**src/rtl/axi_write_mux_if.sv**
```systemverilog
`default_nettype none
// ============================================================================
//  Module   : axi_write_mux_if
//  Brief    : One AXI write port (AW, W, B channels) with master/slave views.
//  Revision : 1.0  initial release
// ============================================================================
interface axi_write_mux_if #(
   parameter int ADDR_W = 32,
   parameter int DATA_W = 32,
   parameter int ID_W   = 4
);
   logic                  awvalid;
   logic                  awready;
   logic [ADDR_W-1:0]     awaddr;
   logic [ID_W-1:0]       awid;
   logic [7:0]            awlen;

   logic                  wvalid;
   logic                  wready;
   logic [DATA_W-1:0]     wdata;
   logic [DATA_W/8-1:0]   wstrb;
   logic                  wlast;

   logic                  bvalid;
   logic                  bready;
   logic [ID_W-1:0]       bid;
   logic [1:0]            bresp;

   modport master (
      output awvalid, awaddr, awid, awlen,
      input  awready,
      output wvalid, wdata, wstrb, wlast,
      input  wready,
      input  bvalid, bid, bresp,
      output bready
   );

   modport slave (
      input  awvalid, awaddr, awid, awlen,
      output awready,
      input  wvalid, wdata, wstrb, wlast,
      output wready,
      output bvalid, bid, bresp,
      input  bready
   );
endinterface

`default_nettype wire

```
**src/rtl/axi_write_mux.sv**
```systemverilog
`default_nettype none
// ============================================================================
//  Module   : axi_write_mux
//  Brief    : Routes one AXI write (AW, W burst, B) from the granted master
//             (s0/s1) to slave port m; owner is locked until B completes.
//             Optional burst-length checker: define AXI_WMUX_WLEN_CHECK_EN.
//  Revision : 1.0  initial release
// ============================================================================
module axi_write_mux #(
   parameter int ADDR_W = 32,
   parameter int DATA_W = 32,
   parameter int ID_W   = 4
) (
   input  wire              clk,
   input  wire              reset,
   input  wire              arb_state,
   axi_write_mux_if.slave   s0,
   axi_write_mux_if.slave   s1,
   axi_write_mux_if.master  m,
   output logic             busy,
   output logic             len_err
);

   typedef enum logic [1:0] {
      ST_IDLE = 2'd0,
      ST_ADDR = 2'd1,
      ST_DATA = 2'd2,
      ST_RESP = 2'd3
   } state_t;

   state_t state_q, state_d;
   logic   owner_q, owner_d;

   logic                 w_own_awvalid;
   logic [ADDR_W-1:0]    w_own_awaddr;
   logic [ID_W-1:0]      w_own_awid;
   logic [7:0]           w_own_awlen;
   logic                 w_own_wvalid;
   logic [DATA_W-1:0]    w_own_wdata;
   logic [DATA_W/8-1:0]  w_own_wstrb;
   logic                 w_own_wlast;
   logic                 w_own_bready;

`ifdef AXI_WMUX_WLEN_CHECK_EN
   logic [7:0] beat_cnt_q, beat_cnt_d;
   logic [7:0] exp_len_q, exp_len_d;
   logic       len_err_q, len_err_d;
`endif

   // Owner's request signals; everything downstream muxes on owner_q only.
   always_comb begin
      if (owner_q) begin
         w_own_awvalid = s1.awvalid;
         w_own_awaddr  = s1.awaddr;
         w_own_awid    = s1.awid;
         w_own_awlen   = s1.awlen;
         w_own_wvalid  = s1.wvalid;
         w_own_wdata   = s1.wdata;
         w_own_wstrb   = s1.wstrb;
         w_own_wlast   = s1.wlast;
         w_own_bready  = s1.bready;
      end else begin
         w_own_awvalid = s0.awvalid;
         w_own_awaddr  = s0.awaddr;
         w_own_awid    = s0.awid;
         w_own_awlen   = s0.awlen;
         w_own_wvalid  = s0.wvalid;
         w_own_wdata   = s0.wdata;
         w_own_wstrb   = s0.wstrb;
         w_own_wlast   = s0.wlast;
         w_own_bready  = s0.bready;
      end
   end

   always_ff @(posedge clk or posedge reset) begin
      if (reset) begin
         state_q <= ST_IDLE;
         owner_q <= 1'b0;
      end else begin
         state_q <= state_d;
         owner_q <= owner_d;
      end
   end

   always_comb begin
      state_d = state_q;
      owner_d = owner_q;
`ifdef AXI_WMUX_WLEN_CHECK_EN
      beat_cnt_d = beat_cnt_q;
      exp_len_d  = exp_len_q;
      len_err_d  = len_err_q;
`endif

      // Payloads always follow the owner; only valids/readies are gated by state.
      m.awvalid  = 1'b0;
      m.awaddr   = w_own_awaddr;
      m.awid     = w_own_awid;
      m.awlen    = w_own_awlen;
      m.wvalid   = 1'b0;
      m.wdata    = w_own_wdata;
      m.wstrb    = w_own_wstrb;
      m.wlast    = w_own_wlast;
      m.bready   = 1'b0;

      s0.awready = 1'b0;
      s0.wready  = 1'b0;
      s0.bvalid  = 1'b0;
      s0.bid     = m.bid;
      s0.bresp   = m.bresp;
      s1.awready = 1'b0;
      s1.wready  = 1'b0;
      s1.bvalid  = 1'b0;
      s1.bid     = m.bid;
      s1.bresp   = m.bresp;

      case (state_q)
         ST_IDLE: begin
            if (s0.awvalid || s1.awvalid) begin
               owner_d = arb_state;
               state_d = ST_ADDR;
            end
         end

         ST_ADDR: begin
            m.awvalid = w_own_awvalid;
            if (owner_q) s1.awready = m.awready;
            else         s0.awready = m.awready;
            if (w_own_awvalid && m.awready) begin
               state_d = ST_DATA;
`ifdef AXI_WMUX_WLEN_CHECK_EN
               exp_len_d  = w_own_awlen;
               beat_cnt_d = 8'd0;
`endif
            end
         end

         ST_DATA: begin
            m.wvalid = w_own_wvalid;
            if (owner_q) s1.wready = m.wready;
            else         s0.wready = m.wready;
            if (w_own_wvalid && m.wready) begin
`ifdef AXI_WMUX_WLEN_CHECK_EN
               beat_cnt_d = beat_cnt_q + 8'd1;
               if (w_own_wlast) begin
                  if (beat_cnt_q != exp_len_q) len_err_d = 1'b1;
                  state_d = ST_RESP;
               end else if (beat_cnt_q == exp_len_q) begin
                  // Burst overran awlen: flag it and close the burst anyway.
                  len_err_d = 1'b1;
                  state_d   = ST_RESP;
               end
`else
               if (w_own_wlast) state_d = ST_RESP;
`endif
            end
         end

         ST_RESP: begin
            m.bready = w_own_bready;
            if (owner_q) s1.bvalid = m.bvalid;
            else         s0.bvalid = m.bvalid;
            if (m.bvalid && w_own_bready) state_d = ST_IDLE;
         end

         default: state_d = ST_IDLE;
      endcase
   end

   assign busy = (state_q != ST_IDLE);

`ifdef AXI_WMUX_WLEN_CHECK_EN
   always_ff @(posedge clk or posedge reset) begin
      if (reset) begin
         beat_cnt_q <= 8'd0;
         exp_len_q  <= 8'd0;
         len_err_q  <= 1'b0;
      end else begin
         beat_cnt_q <= beat_cnt_d;
         exp_len_q  <= exp_len_d;
         len_err_q  <= len_err_d;
      end
   end

   assign len_err = len_err_q;
`else
   assign len_err = 1'b0;
`endif

endmodule

`default_nettype wire
```
**src/flat_wrapper.sv**
```systemverilog
// flat-port wrapper written by rule: the top's interface ports become plain ports
module axi_write_mux_flat 
#(
   parameter int ADDR_W = 32,
   parameter int DATA_W = 32,
   parameter int ID_W   = 4
)
  (clk, reset, arb_state, busy, len_err, s0_awvalid, s0_awaddr, s0_awid, s0_awlen, s0_awready, s0_wvalid, s0_wdata, s0_wstrb, s0_wlast, s0_wready, s0_bvalid, s0_bid, s0_bresp, s0_bready, s1_awvalid, s1_awaddr, s1_awid, s1_awlen, s1_awready, s1_wvalid, s1_wdata, s1_wstrb, s1_wlast, s1_wready, s1_bvalid, s1_bid, s1_bresp, s1_bready, m_awvalid, m_awaddr, m_awid, m_awlen, m_awready, m_wvalid, m_wdata, m_wstrb, m_wlast, m_wready, m_bvalid, m_bid, m_bresp, m_bready);
  axi_write_mux_if #(.ADDR_W(ADDR_W), .DATA_W(DATA_W), .ID_W(ID_W)) s0_i ();
  axi_write_mux_if #(.ADDR_W(ADDR_W), .DATA_W(DATA_W), .ID_W(ID_W)) s1_i ();
  axi_write_mux_if #(.ADDR_W(ADDR_W), .DATA_W(DATA_W), .ID_W(ID_W)) m_i ();
  input  wire clk;
  input  wire reset;
  input  wire arb_state;
  output logic busy;
  output logic len_err;
  input wire logic [$bits(s0_i.awvalid)-1:0] s0_awvalid;
  input wire logic [$bits(s0_i.awaddr)-1:0] s0_awaddr;
  input wire logic [$bits(s0_i.awid)-1:0] s0_awid;
  input wire logic [$bits(s0_i.awlen)-1:0] s0_awlen;
  output wire logic [$bits(s0_i.awready)-1:0] s0_awready;
  input wire logic [$bits(s0_i.wvalid)-1:0] s0_wvalid;
  input wire logic [$bits(s0_i.wdata)-1:0] s0_wdata;
  input wire logic [$bits(s0_i.wstrb)-1:0] s0_wstrb;
  input wire logic [$bits(s0_i.wlast)-1:0] s0_wlast;
  output wire logic [$bits(s0_i.wready)-1:0] s0_wready;
  output wire logic [$bits(s0_i.bvalid)-1:0] s0_bvalid;
  output wire logic [$bits(s0_i.bid)-1:0] s0_bid;
  output wire logic [$bits(s0_i.bresp)-1:0] s0_bresp;
  input wire logic [$bits(s0_i.bready)-1:0] s0_bready;
  input wire logic [$bits(s1_i.awvalid)-1:0] s1_awvalid;
  input wire logic [$bits(s1_i.awaddr)-1:0] s1_awaddr;
  input wire logic [$bits(s1_i.awid)-1:0] s1_awid;
  input wire logic [$bits(s1_i.awlen)-1:0] s1_awlen;
  output wire logic [$bits(s1_i.awready)-1:0] s1_awready;
  input wire logic [$bits(s1_i.wvalid)-1:0] s1_wvalid;
  input wire logic [$bits(s1_i.wdata)-1:0] s1_wdata;
  input wire logic [$bits(s1_i.wstrb)-1:0] s1_wstrb;
  input wire logic [$bits(s1_i.wlast)-1:0] s1_wlast;
  output wire logic [$bits(s1_i.wready)-1:0] s1_wready;
  output wire logic [$bits(s1_i.bvalid)-1:0] s1_bvalid;
  output wire logic [$bits(s1_i.bid)-1:0] s1_bid;
  output wire logic [$bits(s1_i.bresp)-1:0] s1_bresp;
  input wire logic [$bits(s1_i.bready)-1:0] s1_bready;
  output wire logic [$bits(m_i.awvalid)-1:0] m_awvalid;
  output wire logic [$bits(m_i.awaddr)-1:0] m_awaddr;
  output wire logic [$bits(m_i.awid)-1:0] m_awid;
  output wire logic [$bits(m_i.awlen)-1:0] m_awlen;
  input wire logic [$bits(m_i.awready)-1:0] m_awready;
  output wire logic [$bits(m_i.wvalid)-1:0] m_wvalid;
  output wire logic [$bits(m_i.wdata)-1:0] m_wdata;
  output wire logic [$bits(m_i.wstrb)-1:0] m_wstrb;
  output wire logic [$bits(m_i.wlast)-1:0] m_wlast;
  input wire logic [$bits(m_i.wready)-1:0] m_wready;
  input wire logic [$bits(m_i.bvalid)-1:0] m_bvalid;
  input wire logic [$bits(m_i.bid)-1:0] m_bid;
  input wire logic [$bits(m_i.bresp)-1:0] m_bresp;
  output wire logic [$bits(m_i.bready)-1:0] m_bready;
  assign s0_i.awvalid = s0_awvalid;
  assign s0_i.awaddr = s0_awaddr;
  assign s0_i.awid = s0_awid;
  assign s0_i.awlen = s0_awlen;
  assign s0_awready = s0_i.awready;
  assign s0_i.wvalid = s0_wvalid;
  assign s0_i.wdata = s0_wdata;
  assign s0_i.wstrb = s0_wstrb;
  assign s0_i.wlast = s0_wlast;
  assign s0_wready = s0_i.wready;
  assign s0_bvalid = s0_i.bvalid;
  assign s0_bid = s0_i.bid;
  assign s0_bresp = s0_i.bresp;
  assign s0_i.bready = s0_bready;
  assign s1_i.awvalid = s1_awvalid;
  assign s1_i.awaddr = s1_awaddr;
  assign s1_i.awid = s1_awid;
  assign s1_i.awlen = s1_awlen;
  assign s1_awready = s1_i.awready;
  assign s1_i.wvalid = s1_wvalid;
  assign s1_i.wdata = s1_wdata;
  assign s1_i.wstrb = s1_wstrb;
  assign s1_i.wlast = s1_wlast;
  assign s1_wready = s1_i.wready;
  assign s1_bvalid = s1_i.bvalid;
  assign s1_bid = s1_i.bid;
  assign s1_bresp = s1_i.bresp;
  assign s1_i.bready = s1_bready;
  assign m_awvalid = m_i.awvalid;
  assign m_awaddr = m_i.awaddr;
  assign m_awid = m_i.awid;
  assign m_awlen = m_i.awlen;
  assign m_i.awready = m_awready;
  assign m_wvalid = m_i.wvalid;
  assign m_wdata = m_i.wdata;
  assign m_wstrb = m_i.wstrb;
  assign m_wlast = m_i.wlast;
  assign m_i.wready = m_wready;
  assign m_i.bvalid = m_bvalid;
  assign m_i.bid = m_bid;
  assign m_i.bresp = m_bresp;
  assign m_bready = m_i.bready;
  axi_write_mux #(.ADDR_W(ADDR_W), .DATA_W(DATA_W), .ID_W(ID_W)) u_core (.clk(clk), .reset(reset), .arb_state(arb_state), .s0(s0_i), .s1(s1_i), .m(m_i), .busy(busy), .len_err(len_err));
endmodule
```
**config.mk**
```make
export PLATFORM = sky130hd
export DESIGN_NAME = axi_write_mux_flat
export DESIGN_NICKNAME = d
export VERILOG_FILES = /design/src/rtl/axi_write_mux_if.sv /design/src/rtl/axi_write_mux.sv /design/src/flat_wrapper.sv
export SDC_FILE = /design/constraint.sdc
export NUM_CORES = 1
export LEC_CHECK = 0
export ABC_CLOCK_PERIOD_IN_PS = 2100
export CAP_MARGIN = 20
export CORE_AREA = 4 4 108 110
export CTS_CLUSTER_DIAMETER = 150
export DETAILED_ROUTE_END_ITERATION = 12
export DIE_AREA = 0 0 112 114
export DONT_BUFFER_PORTS = 1
export GPL_TIMING_DRIVEN = 0
export PLACE_DENSITY = 0.33
export SYNTH_ARGS = -nofsm -noshare
export SYNTH_HDL_FRONTEND = slang
export SYNTH_SLANG_ARGS = --single-unit
export TNS_END_PERCENT = 30
```
**constraint.sdc**
```tcl
create_clock -name clk -period 2.1 [get_ports clk]
set_input_delay 0.42 -clock clk [delete_from_list [all_inputs] [get_ports clk]]
set_output_delay 0.42 -clock clk [all_outputs]
set_load 0.02 [all_outputs]
```
# Word-level counts from Yosys, hierarchy flattened
# Index checks and enable logic that the tools add are counted.
dict set report word_totals {
  output_inout_bits 104
  register_bits 3
}
dict set report classes {
  reduce_logical 8
  muxes 30
  n_eq_ne 8
}
# op n
set ops {}
lappend ops {{32-bit 2-to-1 mux} 2}
lappend ops {{1-bit 2-to-1 mux} 19}
lappend ops {{2-bit 2-to-1 mux} 5}
lappend ops {{4-bit 2-to-1 mux} 2}
lappend ops {{8-bit 2-to-1 mux} 1}
lappend ops {{2-bit by 1-bit != test with 1-bit output, second input constant} 4}
lappend ops {{2-bit one-hot mux with 4 select lines} 1}
lappend ops {{5-bit AND reduction} 1}
lappend ops {{2-bit == test, second input constant} 2}
lappend ops {{1-bit logical AND} 3}
lappend ops {{2-bit by 1-bit == test with 1-bit output, second input constant} 1}
lappend ops {{2-bit zero test} 1}
lappend ops {{2-bit != test, second input constant} 1}
lappend ops {{2-bit AND reduction} 1}
lappend ops {{2-bit nonzero test} 1}
lappend ops {{1-bit logical OR} 1}

# Longest topological paths before layout
# Gate-level depths: netlist of run 1.
dict set report depth {
  depth_word 4
  ltp_mapped 5
  depth_no_buf 5
}

# Worst setup path before layout of run 1
# Ideal clock, no wire load.
dict set report synth_timing {
  path_kind {register to output}
  start {reg u_core.owner_q}
  end {out m_awlen[1]}
  path_stages_with_launch 5
  setup_slack_ns 0.408
  t_arrival_ns 1.272
  required_ns 1.680
  cell_sequence {dfrtp_1 -> buf_4 -> buf_2 -> buf_2 -> mux2_2}
}
dict set report synth_via {
  elab_chain_cells 1
}
# item line
set synth_lines {}
lappend synth_lines {{start: declaration} axi_write_mux.sv:32} ;# logic owner_q, owner_d;
lappend synth_lines {{start signal: assignment} axi_write_mux.sv:81} ;# owner_q <= owner_d;
lappend synth_lines {{8-bit 2-to-1 mux} axi_write_mux.sv:52} ;# if (owner_q) begin
lappend synth_lines {{end: declaration} flat_wrapper.sv:48} ;# output wire logic [$bits(m_i.awlen)-1:0] m_awlen;
# Every way passes these cells.

# Worst setup path in the final report of run 1
dict set report layout_timing {
  start {reg u_core.owner_q}
  end {out m_awaddr[6]}
}
dict set report layout_via {
  elab_chain_cells 1
}
# item line
set layout_lines {}
lappend layout_lines {{32-bit 2-to-1 mux} axi_write_mux.sv:52}
lappend layout_lines {{end: declaration} flat_wrapper.sv:46} ;# output wire logic [$bits(m_i.awaddr)-1:0] m_awaddr;
# Every way passes these cells.

==> results of run 1 <==
[state kept, by name, summed over array words and instances, names as in the netlist]
signal / flops
u_core.owner_q: 1
u_core.state_q: 2
[area by class of cell]
cell class | count | area, um2 | area share, %
buffer | 23 | 160.2 | 9.581
clock buffer | 4 | 45.04 | 2.695
inverter | 5 | 18.77 | 1.123
multi-input combinational | 111 | 1187 | 71.03
sequential | 3 | 75.07 | 4.491
tap | 140 | 175.2 | 10.48
timing repair buffer | 1 | 10.01 | 0.5988
[routing by layer]
| metal | vias to the layer above | GRT usage [%] | share of wire, % |
|---|---|---|---|
| met5 | - | 0 | 0 |
| met4 | 0 | 0.9615 | 0 |
| met3 | 0 | 2.599 | 13 |
| met2 | 145 | 15.91 | 55 |
| met1 | 543 | 7.513 | 31 |
| li1 | 514 | - | - |
[worst max-delay path: cells and delay by family (launching register included)]
family,cells,cell delay (ns)
muxes,1,0.46
DFF,1,0.31
buffers and inverters,2,0.61
[cell families after synthesis]
kind of cell	after synthesis	synth area share (%)
AO/OA/AOI/OAI	8	6.228
flip-flops	3	5.263
adder cells (fa/ha/maj)	4	3.509
buffers and inverters	28	11.49
other	1	0.2629
AND/OR/NAND/NOR	12	4.912
multiplexers	86	68.33
[worst paths after layout]
path                                                    start                       endpoint  slack, ns
worst max-delay path               u_core.owner_q$_DFFE_PP0P_                    m_awaddr[6]       0.09
worst min-delay path                                arb_state     u_core.owner_q$_DFFE_PP0P_       0.37
worst max register to register  u_core.state_q[0]$_DFFE_PP0P_  u_core.state_q[1]$_DFFE_PP0P_       0.29
worst min register to register  u_core.state_q[1]$_DFFE_PP0P_  u_core.state_q[1]$_DFFE_PP0P_       0.55
max in group asynchronous                               reset  u_core.state_q[1]$_DFFE_PP0P_       1.44
min in group asynchronous                               reset     u_core.owner_q$_DFFE_PP0P_       0.52
[layout by cell type (no fill, tap or decap), types with 2 or more instances in the layout]
master    count
ha_1          4
inv_1         5
clkbuf_1      3
mux2_4        2
dfrtp_1       3
clkbuf_2      2
and3_1        6
buf_4        17
mux2_2       82
clkbuf_4      2
clkbuf_8      3
and2_1        2
[power by group through the flow]
stage | clock [mW] | sequential (mW) | combinational (mW)
6_report | 0.164 | 0.114 | 2.35
5_1_grt | 0.181 | 0.119 | 2.49
4_1_cts | 0.170 | 0.114 | 2.39
3_5_place_dp | 0 | 0.114 | 2.35
3_3_place_gp | 0 | 0.114 | 2.37
2_1_floorplan | 0 | 0.110 | 2.08
[what timing repair did]
item                                    4_1_cts  5_1_grt
gates resized for setup                       3        6
endpoints found under the setup margin       38       46
hold buffers                                  1        0
endpoints found under the hold margin         3        0
==> results.json, run 1 <==
{
  "postCtsSetupRepairBufs": 0,
  "clockBufferDepth": 2,
  "n_antenna_cell": 0,
  "drcViolationCount": 0,
  "yosys.area.top_type_share_pct": 64.74,
  "die_height_um": 114,
  "die_w_um": 112,
  "coreArea_um2": 10700,
  "cellPowerDensity_nw_per_um2": 1571,
  "switchingPower_mw": 1.481,
  "yosysTopAreaCell": "mux2_2",
  "pwr-share-clk_pct": 6.3,
  "power_frac_comb_pct": 89.4,
  "syn_to_final_growth_pct": 17.19,
  "dp_cells": 282,
  "stdcell_area_um2": 1672,
  "holdWs_ns": 0.3702,
  "htreeDepth": 1,
  "start_kind": "register",
  "overflow": 0,
  "grt_first_pass_wirelength_um": 7555,
  "initial_core_util_pct": 13.33,
  "ys_ff_latch": 3,
  "portBuffers": 0,
  "p_seq_share_pct": 4.3,
  "yosysUniqueCellTypes": 25,
  "drt_iter0_markers": 10,
  "rsz0062_at_grt": "yes",
  "synth_cells": 142,
  "cts_inserted_buffers": 3,
  "ios": 284,
  "nNetsFinal": 332,
  "cts_root_buf": "clkbuf_8",
  "row_count": 38,
  "synth_edf_count": 0,
  "status": "finished, final reports clean",
  "path_clk_slew_ns": 0.03,
  "routabilityCongestion": 0.6597,
  "synth_area_leaders": "mux2_2 65%, buf_4 7.4%, dfrtp_1 5.3%",
  "power.total_mw": 2.626,
  "cpPeakStageDelay_ns": 0.46,
  "async_flop_share_pct": 100.0,
  "routed_via_density": 4.188,
  "clkSinkCount": 3,
  "dieArea_um2": 12770,
  "final_antenna_net_count": 0,
  "worst-r2r-cell-count": 5,
  "path_cells": "buf_4 -> clkbuf_1 -> mux2_2",
  "drv_slew": 0,
  "whs_path_depth": 1,
  "grt_usage_pct": 7.696,
  "path_class": "reg -> out",
  "wirelength_um": 6071,
  "fmax_mhz": 497.5,
  "arrival_ns": 1.59,
  "ys.flop_type": "dfrtp_1",
  "wl_per_cell_um": 21.15,
  "place_area_um2": 1602,
  "ir_drop_v": 0.0003553,
  "cts_tree": "yes",
  "cp-end-kind": "output pin",
  "setup_slack_ns": 0.08996,
  "hold_path.class": "in -> reg",
  "fin_util_pct": 15.63,
  "internal_power_mw": 1.145,
  "slowest_stage": "mux2_2",
  "grt_pass1_vias": 1266,
  "fin_tns_setup_ns": 0,
  "syn_area_um2": 1426,
  "netSwitchingFraction_pct": 56.39,
  "vias": 1202,
  "drt_pass1_iterations": 2,
  "leakage_nw": 0.6479,
  "synth.most_common_cell": "mux2_2",
  "synth_common_cells": "82 x mux2_2, 14 x buf_4, 6 x and3_1",
  "critPathMaxFanout": 10,
  "min_period_over_period_pct": 95.72,
  "antenna_found_initial": 1,
  "syn_nets": 326,
  "hpwlAfterDp_um": 5614,
  "finalNonFillerCells": 287,
  "pre_cts_ws_ns": 0.1243,
  "syn_area_per_cell_um2": 10.04,
  "cp_data_required_time_ns": 1.68,
  "drive_gt1_share_pct": 76.19,
  "finalSetupViolCount": 0,
  "ys_seq_area_share_pct": 5.263,
  "n_fill_cell": 1211,
  "hold_viol": 0,
  "finClkSkew_ns": 0.0002683,
  "grt_max_degree": 11,
  "maxCapViolCount": 0,
  "insertion_delay_ns": 0.21,
  "min_period_ns": 2.010,
  "yosys_warnings": 0
}
Power figures use the tool's default switching activity.
==> run 2: changes to the inputs <==
Settings changed: ABC_CLOCK_PERIOD_IN_PS 2100 to 2500.
Clock period 2.1 ns to 2.5 ns, I/O delays scaled along.
==> run 2 against run 1 <==
- count of clock-buffer cells in the layout is the same
- critical path depth rose by 1
- non-clock buffer count is 1 lower
- sequential power down 16%
- cell area fell by 1.5%
- clock skew unchanged
- register-to-register slack better by 0.40 ns
- largest cell class unchanged
==> results.json, run 2 (synthesized netlist as in run 1, its figures left out) <==
{
  "grt_usage_pct": 7.685,
  "path_cells": "buf_4 -> buf_2 -> buf_2 -> mux2_2",
  "start_kind": "register",
  "die_w_um": 112,
  "grt_pass1_vias": 1263,
  "wirelength_um": 6058,
  "insertion_delay_ns": 0.21,
  "drcViolationCount": 0,
  "slowest_stage": "mux2_2",
  "slew_headroom_pct": 63.67,
  "cts_tree": "yes",
  "overflow": 0,
  "n_antenna_cell": 0,
  "hold_viol": 0,
  "grt_max_degree": 11,
  "arrival_ns": 1.72,
  "min_period_ns": 2.216,
  "netSwitchingFraction_pct": 57.05,
  "vias": 1191,
  "cp-end-kind": "output pin",
  "die_height_um": 114,
  "switchingPower_mw": 1.242,
  "syn_to_final_growth_pct": 15.44,
  "worst-r2r-cell-count": 5,
  "reg_top3": "u_core.state_q x2, u_core.owner_q x1",
  "p_seq_share_pct": 4.4,
  "critPathMaxFanout": 10,
  "finalNonFillerCells": 286,
  "fmax_mhz": 451.4,
  "crit_family": "buffers and inverters",
  "path_class": "reg -> out",
  "rsz0062_at_grt": "no",
  "row_count": 38,
  "fin_tns_setup_ns": 0,
  "most-common-layout-cells": "82 x mux2_2, 14 x buf_4, 6 x and3_1",
  "drv_slew": 0,
  "mostFrequentLayoutCell": "mux2_2",
  "drt_pass1_iterations": 2,
  "htreeDepth": 1,
  "routed_via_density": 4.164,
  "maxCapViolCount": 0,
  "grt_first_pass_wirelength_um": 7541,
  "nNetsFinal": 331,
  "min_period_over_period_pct": 88.62,
  "r2r_slack_ns": 0.69,
  "hold_path.class": "in -> async",
  "ir_drop_v": 0.0002986,
  "initial_core_util_pct": 13.33,
  "cp_data_required_time_ns": 2.00,
  "ios": 284,
  "largest_reg_flops": 2,
  "status": "finished, final reports clean",
  "finalSetupViolCount": 0,
  "rr_endpoint": "u_core.state_q[1]$_DFFE_PP0P_",
  "dp_cells": 282,
  "path_clk_slew_ns": 0.03,
  "crit_top_cell": "buf_2",
  "cts_resized": 0,
  "portBuffers": 0,
  "holdBufCountCts": 0,
  "clockBufferDepth": 2,
  "worst_slew_pin_slew_ns": 0.5449,
  "power_frac_comb_pct": 89.3,
  "dieArea_um2": 12770,
  "internal_power_uw": 934.8,
  "cellPowerDensity_nw_per_um2": 1322,
  "pwr-share-clk_pct": 6.3,
  "top_register": "u_core.state_q",
  "leakage_nw": 0.6340,
  "drive_gt1_share_pct": 75.34,
  "routabilityCongestion": 0.6597,
  "coreArea_um2": 10700,
  "drt_iter0_markers": 12,
  "r2r-start": "u_core.state_q[0]$_DFFE_PP0P_",
  "antenna_found_initial": 1,
  "final_antenna_net_count": 0,
  "postCtsSetupRepairBufs": 0,
  "hpwlAfterDp_um": 5614,
  "wl_per_cell_um": 21.18,
  "cts_root_buf": "clkbuf_8",
  "finClkSkew_ns": 0.0002683,
  "path_buf_inv": 3,
  "clkSinkCount": 3,
  "cpPeakStageDelay_ns": 0.43,
  "cts_inserted_buffers": 3
}
run 2: cell type report:
type / instances / area (um2)
tap: 140 / 175.2
fill: 1211 / 9051
multi-input combinational: 111 / 1187
inverter: 5 / 18.77
sequential: 3 / 75.07
clock buffer: 4 / 45.04
buffer: 23 / 145.1
run 2: power groups by stage:
stage / Combinational [mW] / Sequential, mW / Clock (mW)
4_1_cts: 1.99 / 0.0959 / 0.143
3_5_place_dp: 1.98 / 0.0960 / 0
5_1_grt: 2.06 / 0.0999 / 0.152
3_3_place_gp: 1.99 / 0.0957 / 0
2_1_floorplan: 1.75 / 0.0921 / 0
6_report: 1.94 / 0.0957 / 0.138
run 2: worst max-delay path by stage:
stage	start	end	slack (ns)	cells after the start
2_1_floorplan	u_core.owner_q$_DFFE_PP0P_	m_awlen[1]	0.73	4
3_3_place_gp	u_core.owner_q$_DFFE_PP0P_	m_wdata[16]	0.44	4
3_5_place_dp	u_core.owner_q$_DFFE_PP0P_	m_wdata[16]	0.44	4
4_1_cts	u_core.owner_q$_DFFE_PP0P_	m_wdata[16]	0.20	4
5_1_grt	u_core.owner_q$_DFFE_PP0P_	m_wdata[15]	0.18	4
6_report	u_core.owner_q$_DFFE_PP0P_	m_wdata[16]	0.28	4
run 2: worst reg2reg max path: stages, from the launching register on:
cell       delay (ns)
dfrtp_1          0.38
inv_1            0.07
ha_1             0.25
a32o_1           0.30
a2111oi_4        0.33
mux2_1           0.36
run 2: through the flow:
stage | setup WS [ns] | utilization, % | hold slack [ns] | cell area, um2 | power (mW)
after floorplan | 0.7277 | - | 0.2536 | 1426 | 1.840
after global placement | 0.4375 | 14.97 | 0.2668 | 1602 | 2.087
after detailed placement | 0.4443 | 14.97 | 0.2756 | 1602 | 2.072
after CTS | 0.2021 | 15.39 | 0.04970 | 1647 | 2.225
after global routing | 0.1760 | 15.39 | 0.05658 | 1647 | 2.314
final | 0.2845 | 15.39 | 0.05163 | 1647 | 2.176
run 2: layer usage:
layer	GRT usage [%]	wire (um)	part of all wire [%]
met1	7.481	1870	31
met2	15.91	3371	56
met3	2.599	817	13
met4	0.9615	0	0
met5	0	0	0
==> run 3: changes to the inputs <==
Settings changed: CTS_CLUSTER_DIAMETER 150 to not set.
==> results of run 3 <==
The final DEF is identical to that of run 2; final timing and power are the same.
==> RTL change 1: new RTL, flow settings as in run 3 <==
`ID_W` is set to 4 in 3 places; all go to 6.
--- a/src/rtl/axi_write_mux_if.sv
+++ b/src/rtl/axi_write_mux_if.sv
@@ -7,7 +7,7 @@
 interface axi_write_mux_if #(
    parameter int ADDR_W = 32,
    parameter int DATA_W = 32,
-   parameter int ID_W   = 4
+   parameter int ID_W   = 6
 );
    logic                  awvalid;
    logic                  awready;
--- a/src/rtl/axi_write_mux.sv
+++ b/src/rtl/axi_write_mux.sv
@@ -9,7 +9,7 @@
 module axi_write_mux #(
    parameter int ADDR_W = 32,
    parameter int DATA_W = 32,
-   parameter int ID_W   = 4
+   parameter int ID_W   = 6
 ) (
    input  wire              clk,
    input  wire              reset,
--- a/src/flat_wrapper.sv
+++ b/src/flat_wrapper.sv
@@ -3,7 +3,7 @@
 #(
    parameter int ADDR_W = 32,
    parameter int DATA_W = 32,
-   parameter int ID_W   = 4
+   parameter int ID_W   = 6
 )
   (clk, reset, arb_state, busy, len_err, s0_awvalid, s0_awaddr, s0_awid, s0_awlen, s0_awready, s0_wvalid, s0_wdata, s0_wstrb, s0_wlast, s0_wready, s0_bvalid, s0_bid, s0_bresp, s0_bready, s1_awvalid, s1_awaddr, s1_awid, s1_awlen, s1_awready, s1_wvalid, s1_wdata, s1_wstrb, s1_wlast, s1_wready, s1_bvalid, s1_bid, s1_bresp, s1_bready, m_awvalid, m_awaddr, m_awid, m_awlen, m_awready, m_wvalid, m_wdata, m_wstrb, m_wlast, m_wready, m_bvalid, m_bid, m_bresp, m_bready);
   axi_write_mux_if #(.ADDR_W(ADDR_W), .DATA_W(DATA_W), .ID_W(ID_W)) s0_i ();
Ports: changed (6 resized); port bits go from 284 to 296. The function was not compared with the original's and may differ.
==> RTL change 1 against run 3 <==
Clock skew up 0.0011 ns; wire length up 2.6%; sequential cell count unchanged; total power up 3.2%; cell area up 2.6%; worst setup slack worse by 0.053 ns; combinational power up 4%; area after synthesis up 3.0%.
==> RTL change 1: results (changes against run 3) <==
Route
  – Count of nets left with antenna violations after detail routing: 0 (unchanged)
  – Total via count in the routed design: 1228 (was 1191)
  – First DRT Iteration DRCs: 38 (was 12)
  – Final wirelength: 6.22 mm (was 6.06 mm)
  – Number of iterations in the first detailed-routing pass: 4 (was 2)
  – Post-DR wirelength/cell: 21.3 um (was 21.2 um)

Critical path
  – Largest delay contributor family on the critical path: buffers and inverters (unchanged)
  – WP data arrival: 1.77 ns (was 1.72 ns)
  – Internal reg-to-reg setup slack: 0.62 ns (was 0.69 ns)
  – Crit Reg-Reg Endpoint: u_core.state_q[1] (unchanged)
  – Count of cells along the worst register-to-register path: 5 (unchanged)

Layout
  – # diodes: 0 (unchanged)
  – Final Core Density: 0.158 (was 0.154)
  – Share of final-layout standard cells stronger than drive strength 1: 0.743 (was 0.753)
  – Fillers: 1215 (was 1211)

STA
  – Worst setup margin: 0.232 ns (was 0.284 ns)
  – Smallest hold slack: 0.0395 ns (was 0.0516 ns)
  – Worst setup skew after layout: 0.00136 ns (was 0.000268 ns)
  – Measured slew at the worst slew-check pin: 0.543 ns (was 0.545 ns)

Pwr
  – Leakage dissipation: 0.651 nW (was 0.634 nW)
  – Clock power frac: 0.063 (about the same)
  – Combinational logic power: 2.01 mW (was 1.94 mW)
  – Peak ir drop on the vdd network: 0.341 mV (was 0.299 mV)
  – Clock net power: between 100 and 150 uW
  – Switching share of power: 0.580 (was 0.570)

Clocking
  – Clock slew seen by the registers of the worst setup and hold paths: 0.03 ns (about the same)
  – Number of buffers on the longest clock path: 2 (unchanged)
  – Setup Fix Bufs, Post-CTS: 0 (unchanged)
  – Post-CTS Resized: 0 (unchanged)
  – Number of CTS-inserted buffers: 3 (unchanged)

Logic synthesis
  – Sequential cell area fraction in the yosys report: 0.0511 (was 0.0526)
  – Post-Syn Instances: 148 (was 142)
  – Ys Warns: 0 (unchanged)
  – Number of distinct library cells after synthesis: 24 (was 25)
  – Largest cells by area after synthesis: mux2_2 65%, buf_4 9.2%, dfrtp_1 5.1% (was mux2_2 65%, buf_4 7.4%, dfrtp_1 5.3%)
  – Top cells by count, synth: 85 x mux2_2, 18 x buf_4, 6 x and3_1, 6 x clkbuf_1, 5 x inv_1 (was 82 x mux2_2, 14 x buf_4, 6 x and3_1)
  – Net count after synthesis: 338 (was 326)
  – Async SR Flop Fraction: 1.00 (unchanged)

Place
  – Number of instances in the placed design: 288 (was 282)
  – Dpl hpwl: 5.68 mm (was 5.61 mm)
  – Number of I/O port buffers: 0 (unchanged)
  – Placer congestion estimate: 0.688 (was 0.660)
  – Setup WS pre-CTS: 0.390 ns (was 0.444 ns)
  – Total placed instance area: 1640 um^2 (was 1600 um^2)

GRT
  – Via count of the first global-routing pass: 1256 (was 1263)
  – First-pass GRT wire length: 7.65 mm (was 7.54 mm)
  – Maximum number of pins on one net before global-route repair: 11 (unchanged)
  – Aggregate global-route resource usage: 0.0776 (was 0.0768)

Min path
  – Tightest Hold Check Type: input pin to asynchronous set/reset pin (unchanged)

Outcome
  – Outcome: complete, no violations (unchanged)
[RTL change 1: cell count changes after synthesis, sizes merged]
cell / delta
buf: +2
clkbuf: +2
mux2: +2
[RTL change 1: logic make-up (layout without fill, tap and decap cells)]
logic type / Yosys count / after routing / synth area share
simple gates: 12 / 12 / 0.0477
compound gates: 8 / 8 / 0.0579
fa+ha+maj: 4 / 4 / 0.0341
flops: 3 / 3 / 0.0511
buf+inv: 32 / 36 / 0.130
mux: 88 / 88 / 0.676
other cells: 1 / 1 / 0.00255
[RTL change 1: routing by layer]
metal / wire length (um) / up-vias / track usage
met2: 3380 / 137 / 0.147
met4: 11 / 2 / 0.0120
met3: 695 / 4 / 0.0244
met5: 13 / - / 0
li1: - / 528 / -
met1: 2120 / 557 / 0.0863
[RTL change 1: layout make-up]
type                    instances  share of cell area
multi-input cells             113               0.712
flip-flops and latches          3              0.0444
plain buffers                  27               0.102
clock buffers                   4              0.0267
well taps                     140               0.104
inverters                       5              0.0111
==> RTL change 2: new RTL, settings of run 3 <==
Without the edit above. The 4 states of `state_t` get a one-hot encoding in 4 bits.
--- a/src/rtl/axi_write_mux.sv
+++ b/src/rtl/axi_write_mux.sv
@@ -21,11 +21,11 @@
    output logic             len_err
 );
 
-   typedef enum logic [1:0] {
-      ST_IDLE = 2'd0,
-      ST_ADDR = 2'd1,
-      ST_DATA = 2'd2,
-      ST_RESP = 2'd3
+   typedef enum logic [3:0] {
+      ST_IDLE = 4'b0001,
+      ST_ADDR = 4'b0010,
+      ST_DATA = 4'b0100,
+      ST_RESP = 4'b1000
    } state_t;
 
    state_t state_q, state_d;
Formal check against the unedited RTL: no difference found for any inputs over 10 cycles, from zero or initial values and one cycle with reset high; not proved beyond that.
==> RTL change 2 against run 3 <==
Fmax down 0.63%; wire length up 3.5%; cell area about the same; highest routed layer unchanged; sequential power up 56%; area after synthesis about the same; sequential cell count up 2; worst setup slack worse by 0.014 ns; total power down 5.4%; critical path type unchanged; largest cell class unchanged.
==> RTL change 2: results (changes against run 3) <==
Logic synthesis
  – Area share of fa/ha/maj cells after synthesis: 0 (was 0.0351)
  – Complex-gate fraction of the synthesized area: 0.0316 (was 0.0623)
  – Fraction of synthesized area in multiplexers: 0.661 (was 0.683)
  – Post-Syn Instances: 148 (was 142)
  – Top cells by count, synth: 81 x mux2_2, 13 x buf_4, 10 x buf_2 (was 82 x mux2_2, 14 x buf_4, 6 x and3_1)
  – Largest cells by area after synthesis: mux2_2 64%, dfrtp_1 7.0%, buf_4 6.8% (was mux2_2 65%, buf_4 7.4%, dfrtp_1 5.3%)
  – Post-synthesis xor/xnor area fraction: 0.00613 (was 0)
  – Net count after synthesis: 328 (was 326)
  – Sequential cell area fraction in the yosys report: 0.0885 (was 0.0526)

Layout
  – Area taken by multi-input logic gates: 1150 um^2 (was 1190 um^2)
  – ClkCell Share: 0.0273 (was 0.0274)
  – FFs & Latches: 5 (was 3)
  – Fillers: 1212 (was 1211)
  – Multi-input combinational gate total: 118 (was 111)
  – Number of non-clock inverters: 2 (was 5)

Place
  – Number of instances in the placed design: 288 (was 282)
  – Total placed instance area: 1600 um^2 (about the same)
  – Placer congestion estimate: 0.734 (was 0.660)
  – Setup WS pre-CTS: 0.494 ns (was 0.444 ns)
  – Dpl hpwl: 5.80 mm (was 5.61 mm)

Pwr
  – Leakage dissipation: 0.622 nW (was 0.634 nW)
  – Peak ir drop on the vdd network: 0.316 mV (was 0.299 mV)
  – PD cells: 1250 nW/um^2 (was 1320 nW/um^2)

Critical path
  – Internal reg-to-reg setup slack: 0.82 ns (was 0.69 ns)
  – Count of cells along the worst register-to-register path: 3 (was 5)
  – Origin of the critical flop-to-flop path: u_core.state_q[0] (unchanged)
  – Start point of the critical path: u_core.state_q[3] (was u_core.owner_q)
  – Largest driver fanout on the critical path: 5 (was 10)

Route
  – Total via count in the routed design: 1243 (was 1191)
  – Via-per-instance ratio: 4.26 (was 4.16)

GRT
  – Aggregate global-route resource usage: 0.0777 (was 0.0768)
  – Via count of the first global-routing pass: 1309 (was 1263)

STA
  – Smallest hold slack: 0.0718 ns (was 0.0516 ns)
  – Slew HR: 0.541 (was 0.637)
  – Worst setup skew after layout: 0.00114 ns (was 0.000268 ns)

Outcome
  – Outcome: complete, no violations (unchanged)
==> RTL change 2: worst max-delay path: stages, from the launching register on <==
cell and delay (ns):
dfrtp_1 0.41, nor4b_1 0.60, nand2_1 0.15, nor2_1 0.34
==> RTL change 2: worst max path at each step <==
stage / endpoint / slack, ns / cells after the start
after global routing: s0_wready / 0.09 / 3
after global placement: s0_awready / 0.48 / 3
after floorplan: s0_awready / 0.78 / 3
after CTS: m_awvalid / 0.25 / 4
final: s0_awready / 0.27 / 3
after detailed placement: m_awvalid / 0.49 / 4
==> RTL change 2: metal layers <==
metal / wire [um] / track usage / vias to the layer above
met5: 0 / 0 / -
met3: 843 / 0.0239 / 0
met4: 0 / 0.00721 / 0
met2: 3350 / 0.148 / 160
met1: 2080 / 0.0884 / 550
li1: - / - / 533
==> RTL change 2: power by group <==
group | total (mW) | switching, mW | internal [mW]
Sequential | 0.149 | 0.0334 | 0.116
Clock | 0.148 | 0.0386 | 0.109
Combinational | 1.76 | 1.10 | 0.658
Total | 2.06 | 1.18 | 0.883
